<file path="config.mk">
export PLATFORM = sky130hd
export DESIGN_NAME = if_stage_flat
export DESIGN_NICKNAME = d
export VERILOG_FILES = /design/src/rtl/imem_if.sv /design/src/rtl/if_stage.sv /design/src/flat_wrapper.sv
export SDC_FILE = /design/constraint.sdc
export NUM_CORES = 1
export LEC_CHECK = 0
export ABC_AREA = 1
export CAP_MARGIN = 20
export CORE_ASPECT_RATIO = 1.75
export CORE_MARGIN = 10
export CORE_UTILIZATION = 48
export DETAILED_ROUTE_END_ITERATION = 12
export GPL_ROUTABILITY_DRIVEN = 0
export PLACE_DENSITY = 0.9
export SLEW_MARGIN = 20
export SYNTH_ARGS = -nofsm -noshare
export SYNTH_HDL_FRONTEND = slang
export SYNTH_SLANG_ARGS = --single-unit
</file>
<file path="constraint.sdc">
create_clock -name clk -period 5.3 [get_ports clk]
set_input_delay 1.59 -clock clk [delete_from_list [all_inputs] [get_ports clk]]
set_output_delay 1.59 -clock clk [all_outputs]
set_load 0.02 [all_outputs]
</file>
<file path="src/rtl/imem_if.sv">
// Instruction-memory request/response channel between the fetch stage and imem.
// One request strobe per fetch; the response arrives on a later cycle with rvalid.
interface imem_if;
  logic        req;
  logic [31:0] addr;
  logic        rvalid;
  logic [31:0] rdata;

  modport master (output req, addr, input rvalid, rdata);
  modport slave  (input req, addr, output rvalid, rdata);
endinterface

</file>
<file path="src/rtl/if_stage.sv">
// Instruction-fetch stage: PC register, single-outstanding imem fetch, one-entry
// hold buffer for responses that arrive during a stall, and the IF/ID register.
module if_stage #(
  parameter logic [31:0] RESET_PC  = 32'h0000_0000,
  parameter logic [31:0] NOP_INSTR = 32'h0000_0013
) (
  input  logic        clk,
  input  logic        rst,
  input  logic        pc_write,
  input  logic        if_id_write,
  input  logic        redirect_valid,
  input  logic [31:0] redirect_pc,
  imem_if.master      imem,
  output logic        if_id_valid,
  output logic [31:0] if_id_pc,
  output logic [31:0] if_id_instr
);

  typedef enum logic [1:0] {S_ISSUE, S_WAIT, S_HOLD, S_DROP} state_t;

  state_t      state, state_nxt;
  logic [31:0] pc_q, pc_nxt, pc_inc, redirect_tgt;
  logic [31:0] buf_pc, buf_instr;
  logic [31:0] dlv_pc, dlv_instr;
  logic        advance, deliver, buf_load;

  assign advance      = pc_write & if_id_write;
  assign pc_inc       = pc_q + 32'd4;
  assign redirect_tgt = {redirect_pc[31:2], 2'b00};

  // NOTE: sequential state uses non-blocking assignments so every register
  // samples the pre-edge values of the others.
  always_ff @(posedge clk) begin
    if (rst) state <= S_ISSUE;
    else     state <= state_nxt;
  end

  // NOTE: every output of a combinational block gets a default first, so no
  // path through the case leaves it unassigned and infers a latch.
  always_comb begin
    state_nxt = state;
    pc_nxt    = pc_q;
    deliver   = 1'b0;
    buf_load  = 1'b0;
    dlv_pc    = buf_pc;
    dlv_instr = buf_instr;
    case (state)
      S_ISSUE: begin
        if (redirect_valid) pc_nxt = redirect_tgt;
        else                state_nxt = S_WAIT;
      end
      S_WAIT: begin
        if (imem.rvalid && redirect_valid) begin
          pc_nxt    = redirect_tgt;
          state_nxt = S_ISSUE;
        end else if (imem.rvalid && advance) begin
          deliver   = 1'b1;
          dlv_pc    = pc_q;
          dlv_instr = imem.rdata;
          pc_nxt    = pc_inc;
        end else if (imem.rvalid) begin
          buf_load  = 1'b1;
          state_nxt = S_HOLD;
        end else if (redirect_valid) begin
          pc_nxt    = redirect_tgt;
          state_nxt = S_DROP;
        end
      end
      S_HOLD: begin
        if (redirect_valid) begin
          pc_nxt    = redirect_tgt;
          state_nxt = S_ISSUE;
        end else if (advance) begin
          deliver   = 1'b1;
          pc_nxt    = pc_inc;
          state_nxt = S_ISSUE;
        end
      end
      S_DROP: begin
        if (redirect_valid) pc_nxt = redirect_tgt;
        if (imem.rvalid)    state_nxt = S_ISSUE;
      end
      default: state_nxt = S_ISSUE;
    endcase
  end

  // Fetch request: a new fetch only when idle, or back-to-back as a response is consumed.
  always_comb begin
    imem.req  = 1'b0;
    imem.addr = pc_q;
    case (state)
      S_ISSUE: imem.req = !redirect_valid;
      S_WAIT: begin
        if (imem.rvalid && advance && !redirect_valid) begin
          imem.req  = 1'b1;
          imem.addr = pc_inc;
        end
      end
      default: ;
    endcase
    if (rst) imem.req = 1'b0;
  end

  always_ff @(posedge clk) begin
    if (rst) pc_q <= RESET_PC;
    else     pc_q <= pc_nxt;
  end

  // NOTE: the buffer payload is not reset; S_HOLD alone marks it as occupied.
  always_ff @(posedge clk) begin
    if (buf_load) begin
      buf_pc    <= pc_q;
      buf_instr <= imem.rdata;
    end
  end

  // Flush beats stall; a write-enabled cycle without a delivery inserts a bubble.
  always_ff @(posedge clk) begin
    if (rst) begin
      if_id_valid <= 1'b0;
      if_id_pc    <= 32'h0;
      if_id_instr <= NOP_INSTR;
    end else if (redirect_valid) begin
      if_id_valid <= 1'b0;
      if_id_instr <= NOP_INSTR;
    end else if (!if_id_write) begin
      if_id_valid <= if_id_valid;
    end else if (deliver) begin
      if_id_valid <= 1'b1;
      if_id_pc    <= dlv_pc;
      if_id_instr <= dlv_instr;
    end else begin
      if_id_valid <= 1'b0;
      if_id_instr <= NOP_INSTR;
    end
  end

endmodule
</file>
<file path="src/flat_wrapper.sv">
// flat-port wrapper written by rule: the top's interface ports become plain ports
module if_stage_flat 
#(
  parameter logic [31:0] RESET_PC  = 32'h0000_0000,
  parameter logic [31:0] NOP_INSTR = 32'h0000_0013
)
  (clk, rst, pc_write, if_id_write, redirect_valid, redirect_pc, if_id_valid, if_id_pc, if_id_instr, imem_req, imem_addr, imem_rvalid, imem_rdata);
  imem_if imem_i ();
  input  logic clk;
  input  logic rst;
  input  logic pc_write;
  input  logic if_id_write;
  input  logic redirect_valid;
  input  logic [31:0] redirect_pc;
  output logic if_id_valid;
  output logic [31:0] if_id_pc;
  output logic [31:0] if_id_instr;
  output wire logic [$bits(imem_i.req)-1:0] imem_req;
  output wire logic [$bits(imem_i.addr)-1:0] imem_addr;
  input wire logic [$bits(imem_i.rvalid)-1:0] imem_rvalid;
  input wire logic [$bits(imem_i.rdata)-1:0] imem_rdata;
  assign imem_req = imem_i.req;
  assign imem_addr = imem_i.addr;
  assign imem_i.rvalid = imem_rvalid;
  assign imem_i.rdata = imem_rdata;
  if_stage #(.RESET_PC(RESET_PC), .NOP_INSTR(NOP_INSTR)) u_core (.clk(clk), .rst(rst), .pc_write(pc_write), .if_id_write(if_id_write), .redirect_valid(redirect_valid), .redirect_pc(redirect_pc), .imem(imem_i), .if_id_valid(if_id_valid), .if_id_pc(if_id_pc), .if_id_instr(if_id_instr));
endmodule
</file>
==> results of run 1 <==
## tightest hold or removal path, delay by kind of cell (launching register included)
family          cells  cell delay, ns
compound gates      1            0.05
flops               1            0.31
simple gates        1            0.06
## flip-flops by register name, indices dropped and copies added, names as in the netlist
| signal | count |
|---|---|
| u_core.pc_q | 32 |
| u_core.state | 2 |
| u_core.if_id_instr | 32 |
| u_core.buf_pc | 32 |
| u_core.if_id_valid | 1 |
| u_core.if_id_pc | 32 |
| u_core.buf_instr | 32 |
## worst paths after layout
kind,start,endpoint,slack [ns],cells past startpoint
worst max-delay path,if_id_write,imem_addr[28],0.08,9
worst min-delay path,u_core.if_id_instr[21]$_SDFFE_PP0P_,u_core.if_id_instr[21]$_SDFFE_PP0P_,0.46,2
worst max register to register,u_core.state[0]$_SDFFE_PP0P_,u_core.pc_q[12]$_SDFFE_PP0P_,2.57,9
worst min register to register,u_core.if_id_instr[21]$_SDFFE_PP0P_,u_core.if_id_instr[21]$_SDFFE_PP0P_,0.46,2
## layout by cell type, fill, tap and decap left out, types with 22 or more instances in the layout
cell	instances
inv_1	75
nand3_1	43
dfxtp_1	99
a21oi_1	84
nor2_1	139
a31oi_1	32
nand2_1	346
o21ai_0	142
buf_4	22
clkdlybuf4s50_1	165
edfxtp_1	64
## final cells by class
| cell class | count | area (µm²) | area share (%) |
|---|---|---|---|
| clock buffers | 19 | 442.9 | 3.946 |
| clock inverters | 13 | 158.9 | 1.416 |
| inverters | 84 | 315.3 | 2.809 |
| multi-input cells | 892 | 4253 | 37.89 |
| flip-flops and latches | 163 | 3904 | 34.78 |
| well taps | 234 | 292.8 | 2.609 |
| repair buffers | 189 | 1857 | 16.54 |
## where the power goes
part	internal (W)	leakage, nW	switching (W)
logic	0.000609	2.62	0.00106
clock network	0.000753	0.292	0.000507
registers	0.00148	1.39	0.000221
total	0.00284	4.31	0.00179
## per-layer routing
| metal | track usage [%] | wire length (µm) | vias up |
|---|---|---|---|
| li1 | - | - | 4269 |
| met1 | 24.23 | 10230 | 4091 |
| met2 | 39.65 | 14210 | 493 |
| met3 | 4.238 | 2191 | 125 |
| met4 | 15.16 | 1651 | 0 |
| met5 | 0 | 0 | - |
## per-stage QoR
stage	setup WS [ns]	hold WS (ns)	total power (W)	utilization [%]	std cells
finish	0.07703	0.4648	0.004631	62.16	1594
global placement	0.1587	0.4507	0.003282	58.83	1562
CTS	0.07739	0.4657	0.004606	62.16	1594
detailed placement	0.08385	0.4558	0.003339	58.83	1562
global route	0.005791	0.4834	0.004870	62.16	1594
floorplan	0.1937	0.4095	0.002736	-	1211
## logic make-up after synthesis
family	Yosys count	share of synthesized area [%]
adders and majority gates	6	0.8510
and+or+nand+nor	591	28.64
AOI/OAI and AO/OA	280	16.84
xor gates and xnor gates	15	1.745
DFF	163	44.26
buffers and inverters	156	7.674
==> out/metrics.yaml, run 1 <==
outcome: "finished clean"
dp_hpwl_um: 20380
skew_ns: 0.01537
post_drt_via_cell_ratio: 5.632
hold_buffers: 0
crit_buf_inv: 5
slowest_delay_ns: 0.61
grt_pass1_wl_um: 44330
drv_slew: 0
power-per-cell-area_mw_per_mm2: 412.6
dieHeight_um: 199.3
drc_errors: 0
dr.pass1.iters: 8
synth.avg_cell_area_um2: 7.284
port_buffers: 165
finalInstanceArea_mm2: 0.01122
critPathKind: "input port to primary output"
maxCapViolCount: 0
hold_viol: 0
critPathCaptureType: "primary output"
vias: 8978
path_clk_slew_ns: 0.06
max-vdd-ir-drop_v: 0.0002521
numCtsBuffers: 17
ys_top_cells_by_area: "dfxtp_1 (22%), edfxtp_1 (22%), nand2_1 (15%)"
post-synth-top-area-cell: "dfxtp_1"
max_freq_mhz: 191.5
clock_sinks: 163
wire_per_inst_um: 17.74
cts_resized: 0
clk_latency_ns: 0.43
drt_iter0_drc: 858
tightest_slew_ns: 0.9964
gr-total-overflow: 0
initial_utilization_pct: 48.86
antenna_found_initial: 0
grt_max_degree: 67
synth.distinct_cells: 41
std_cell_rows: 65
setup-violations-final: 0
syn-num-nets: 1287
synth.most_common_cell: "nand2_1"
synthCells: 1211
yosys_warnings: 0
antenna_cells_inserted: 0
critPathLaunchType: "input port"
ys_ff_latch: 163
cts_max_level: 4
critPathSlowestCell: "clkdlybuf4s50_1"
cts_setup_buffers: 0
cp_top_family: "buffers and inverters"
grt.total_usage_pct: 22.74
synth_top_area_share_pct: 22.47
nets: 1423
synth_edf_count: 64
async_flop_share_pct: 0
cellLeakagePower_nw: 4.306
cpMostUsedCell: "clkdlybuf4s50_1"
rsz0062_at_grt: "false"
cts_tree: "built"
cp.arrival_ns: 3.63
tns_ns: 0
ys_seq_area_share_pct: 44.26
ios: 168
synth-main-ff-cell: "dfxtp_1"
drive_above_1_share_pct: 8.382
clockBufferDepth: 2
syn_area_mm2: 0.008821
root_buffer: "clkbuf_16"
dpl-instance-area_mm2: 0.01062
chipWidth_um: 122.5
num-fill-cells: 1552
hold_class: "register to register"
critPathRequiredTime_ns: 3.71
fp.dieArea_mm2: 0.02441
drt_wl_total_um: 28280
crit_fanout: 11
synth_top_cells_by_count: "nand2_1 (346), o21ai_0 (142), nor2_1 (140), dfxtp_1 (99), a21oi_1 (84)"
cp_cell_sequence: "clkdlybuf4s50_1 > nand2_2 > nor2_4 > inv_2 > buf_12 > nand2_1 > o21ai_0 > inv_1 > clkdlybuf4s50_1"
core-area_mm2: 0.01805
fin_crit_sh_pct: 98.55
grt_pass1_vias: 8682
max_slew_margin_pct: 33.50
fin_crit_ns: 5.223
ant_nets: 0
synthToLayoutAreaGrowth_pct: 27.23
Note: power is estimated with default switching activity, not from simulation.
==> inputs of run 2 (changes only) <==
SETUP_SLACK_MARGIN = 0.15   (was unset)
==> out/metrics.yaml, run 2 (synthesis results as in run 1) <==
dieHeight_um: 199.3  # unchanged
drive_above_1_share_pct: 8.382  # unchanged
max_slew_margin_pct: 33.64  # +0.14 points
layout_commonest_cell: "nand2_1"
vias: 9050  # +0.80%
fin_crit_ns: 5.042  # -0.1809 ns
grt_pass1_vias: 8681  # -0.012%
critPathRequiredTime_ns: 3.71  # about the same
gr-total-overflow: 0  # unchanged
initial_utilization_pct: 48.86  # unchanged
drc_errors: 0  # unchanged
outcome: "finished clean"
power-per-cell-area_mw_per_mm2: 410.3  # -0.57%
dpl-instance-area_mm2: 0.01062  # unchanged
rsz0062_at_grt: "false"
maxCapViolCount: 0  # unchanged
dp_hpwl_um: 20380  # unchanged
tns_ns: 0  # unchanged
fin_crit_sh_pct: 95.13  # -3.4 points
cp_top_family: "buffers and inverters"
hold_class: "register to register"
skew_ns: 0.01605  # +0.0006855 ns
chipWidth_um: 122.5  # unchanged
critPathCaptureType: "primary output"
port_buffers: 165  # unchanged
cp.arrival_ns: 3.45  # -0.18 ns
numCtsBuffers: 17  # unchanged
drt_wl_total_um: 28310  # about the same
fp.dieArea_mm2: 0.02441  # unchanged
critPathSlowestCell: "clkdlybuf4s50_1"
critPathKind: "input port to primary output"
cpMostUsedCell: "clkdlybuf4s50_1"
drv_slew: 0  # unchanged
p_int_w: 0.002825  # -0.58%
dr.pass1.iters: 5  # -3
pwr-share-clk_pct: 27.3  # about the same
slowest_delay_ns: 0.60  # about the same
ios: 168  # unchanged
grt.total_usage_pct: 22.74  # about the same
whs_ns: 0.4646  # -0.0001710 ns
core-area_mm2: 0.01805  # unchanged
crit_fanout: 4  # -7
cellLeakagePower_nw: 4.474  # +3.9%
p_sw_w: 0.001785  # -0.24%
critPathLaunchType: "input port"
tightest_slew_ns: 0.9943  # -0.002094 ns
ant_nets: 0  # unchanged
post_drt_via_cell_ratio: 5.678  # +0.80%
clockBufferDepth: 2  # unchanged
cts_tree: "built"
switching_share_pct: 38.71  # +0.083 points
antenna_cells_inserted: 0  # unchanged
wire_per_inst_um: 17.76  # about the same
cp_cell_sequence: "clkdlybuf4s50_1 > nand2_2 > nor2_2 > nand3_1 > nor2_1 > a21oi_1 > inv_1 > clkdlybuf4s50_1"
path_clk_slew_ns: 0.06  # about the same
nets: 1423  # unchanged
antenna_found_initial: 0  # unchanged
pwr-share-seq_pct: 36.9  # +0.2 points
finalInstanceArea_mm2: 0.01124  # +0.12%
root_buffer: "clkbuf_16"
power_frac_comb_pct: 35.8  # -0.3 points
max-vdd-ir-drop_v: 0.0002459  # -2.5%
setup-violations-final: 0  # unchanged
postLayoutCoreUtil_pct: 62.24  # +0.076 points
crit_buf_inv: 3  # -2
drt_iter0_drc: 865  # +0.82%
clk_latency_ns: 0.43  # about the same
grt_pass1_wl_um: 44310  # about the same
clock_sinks: 163  # unchanged
synthToLayoutAreaGrowth_pct: 27.39
std_cell_rows: 65  # unchanged
cts_max_level: 4  # unchanged
hold_viol: 0  # unchanged
layout_common_cells: "nand2_1 (346), clkdlybuf4s50_1 (149), o21ai_0 (142)"
max_freq_mhz: 198.3  # +3.6%
grt_max_degree: 67  # unchanged
==> run 2: cell types whose count changed in the layout (fill, tap and decap cells not counted), sizes merged <==
cell,before,now
dlymetal6s2s,0,9
dlygate4sd2,0,7
clkdlybuf4s50,165,149
==> run 2: final timing paths <==
| kind | start | to | slack [ns] | cells past startpoint |
|---|---|---|---|---|
| max | if_id_write | imem_addr[23] | 0.26 | 8 |
| min | u_core.if_id_instr[18]$_SDFFE_PP0P_ | u_core.if_id_instr[18]$_SDFFE_PP0P_ | 0.46 | 2 |
| max reg2reg | u_core.state[0]$_SDFFE_PP0P_ | u_core.pc_q[12]$_SDFFE_PP0P_ | 2.52 | 9 |
| min reg2reg | u_core.if_id_instr[18]$_SDFFE_PP0P_ | u_core.if_id_instr[18]$_SDFFE_PP0P_ | 0.46 | 2 |
==> run 2: power by group through the flow <==
stage	sequential, W	combinational [W]	clock (W)
final	0.00170	0.00165	0.00126
after global routing	0.00171	0.00181	0.00132
after CTS	0.00168	0.00163	0.00128
after detailed placement	0.00171	0.00163	0
after global placement	0.00170	0.00158	0
after floorplan	0.00166	0.00108	0
==> run 2: final cells by class <==
| cell class | count | area [µm²] |
|---|---|---|
| repair buffers | 189 | 1871 |
| multi-input cells | 892 | 4253 |
| flip-flops and latches | 163 | 3904 |
| clock inverters | 13 | 158.9 |
| clock buffers | 19 | 442.9 |
| inverters | 84 | 315.3 |
| fillers | 1548 | 6818 |
| well taps | 234 | 292.8 |
==> run 2: stage by stage <==
step,std cells,setup slack [ns],power [W]
5_1_grt,1594,0.1509,0.004852
2_1_floorplan,1211,0.1937,0.002736
3_3_place_gp,1562,0.1587,0.003282
4_1_cts,1594,0.1513,0.004592
3_5_place_dp,1562,0.08385,0.003339
6_report,1594,0.2579,0.004610
==> run 2: what timing repair did <==
| action | in CTS | in global routing |
|---|---|---|
| endpoints found under the setup margin | 7 | 9 |
| buffers inserted | 0 | 0 |
| hold buffers | 0 | 0 |
| resized for setup | 7 | 9 |
==> run 2: metal layers <==
| metal | vias to the layer above | track usage (%) | part of all wire, % |
|---|---|---|---|
| li1 | 4267 | - | - |
| met1 | 4130 | 24.22 | 36 |
| met2 | 523 | 39.65 | 50 |
| met3 | 130 | 4.238 | 7.6 |
| met4 | 0 | 15.16 | 5.9 |
| met5 | - | 0 | 0 |
==> run 2: worst min-delay path: cells and delay by family, from the launching register on <==
family	cells	cell delay, ns
compound gates	1	0.05
flops	1	0.31
simple gates	1	0.06
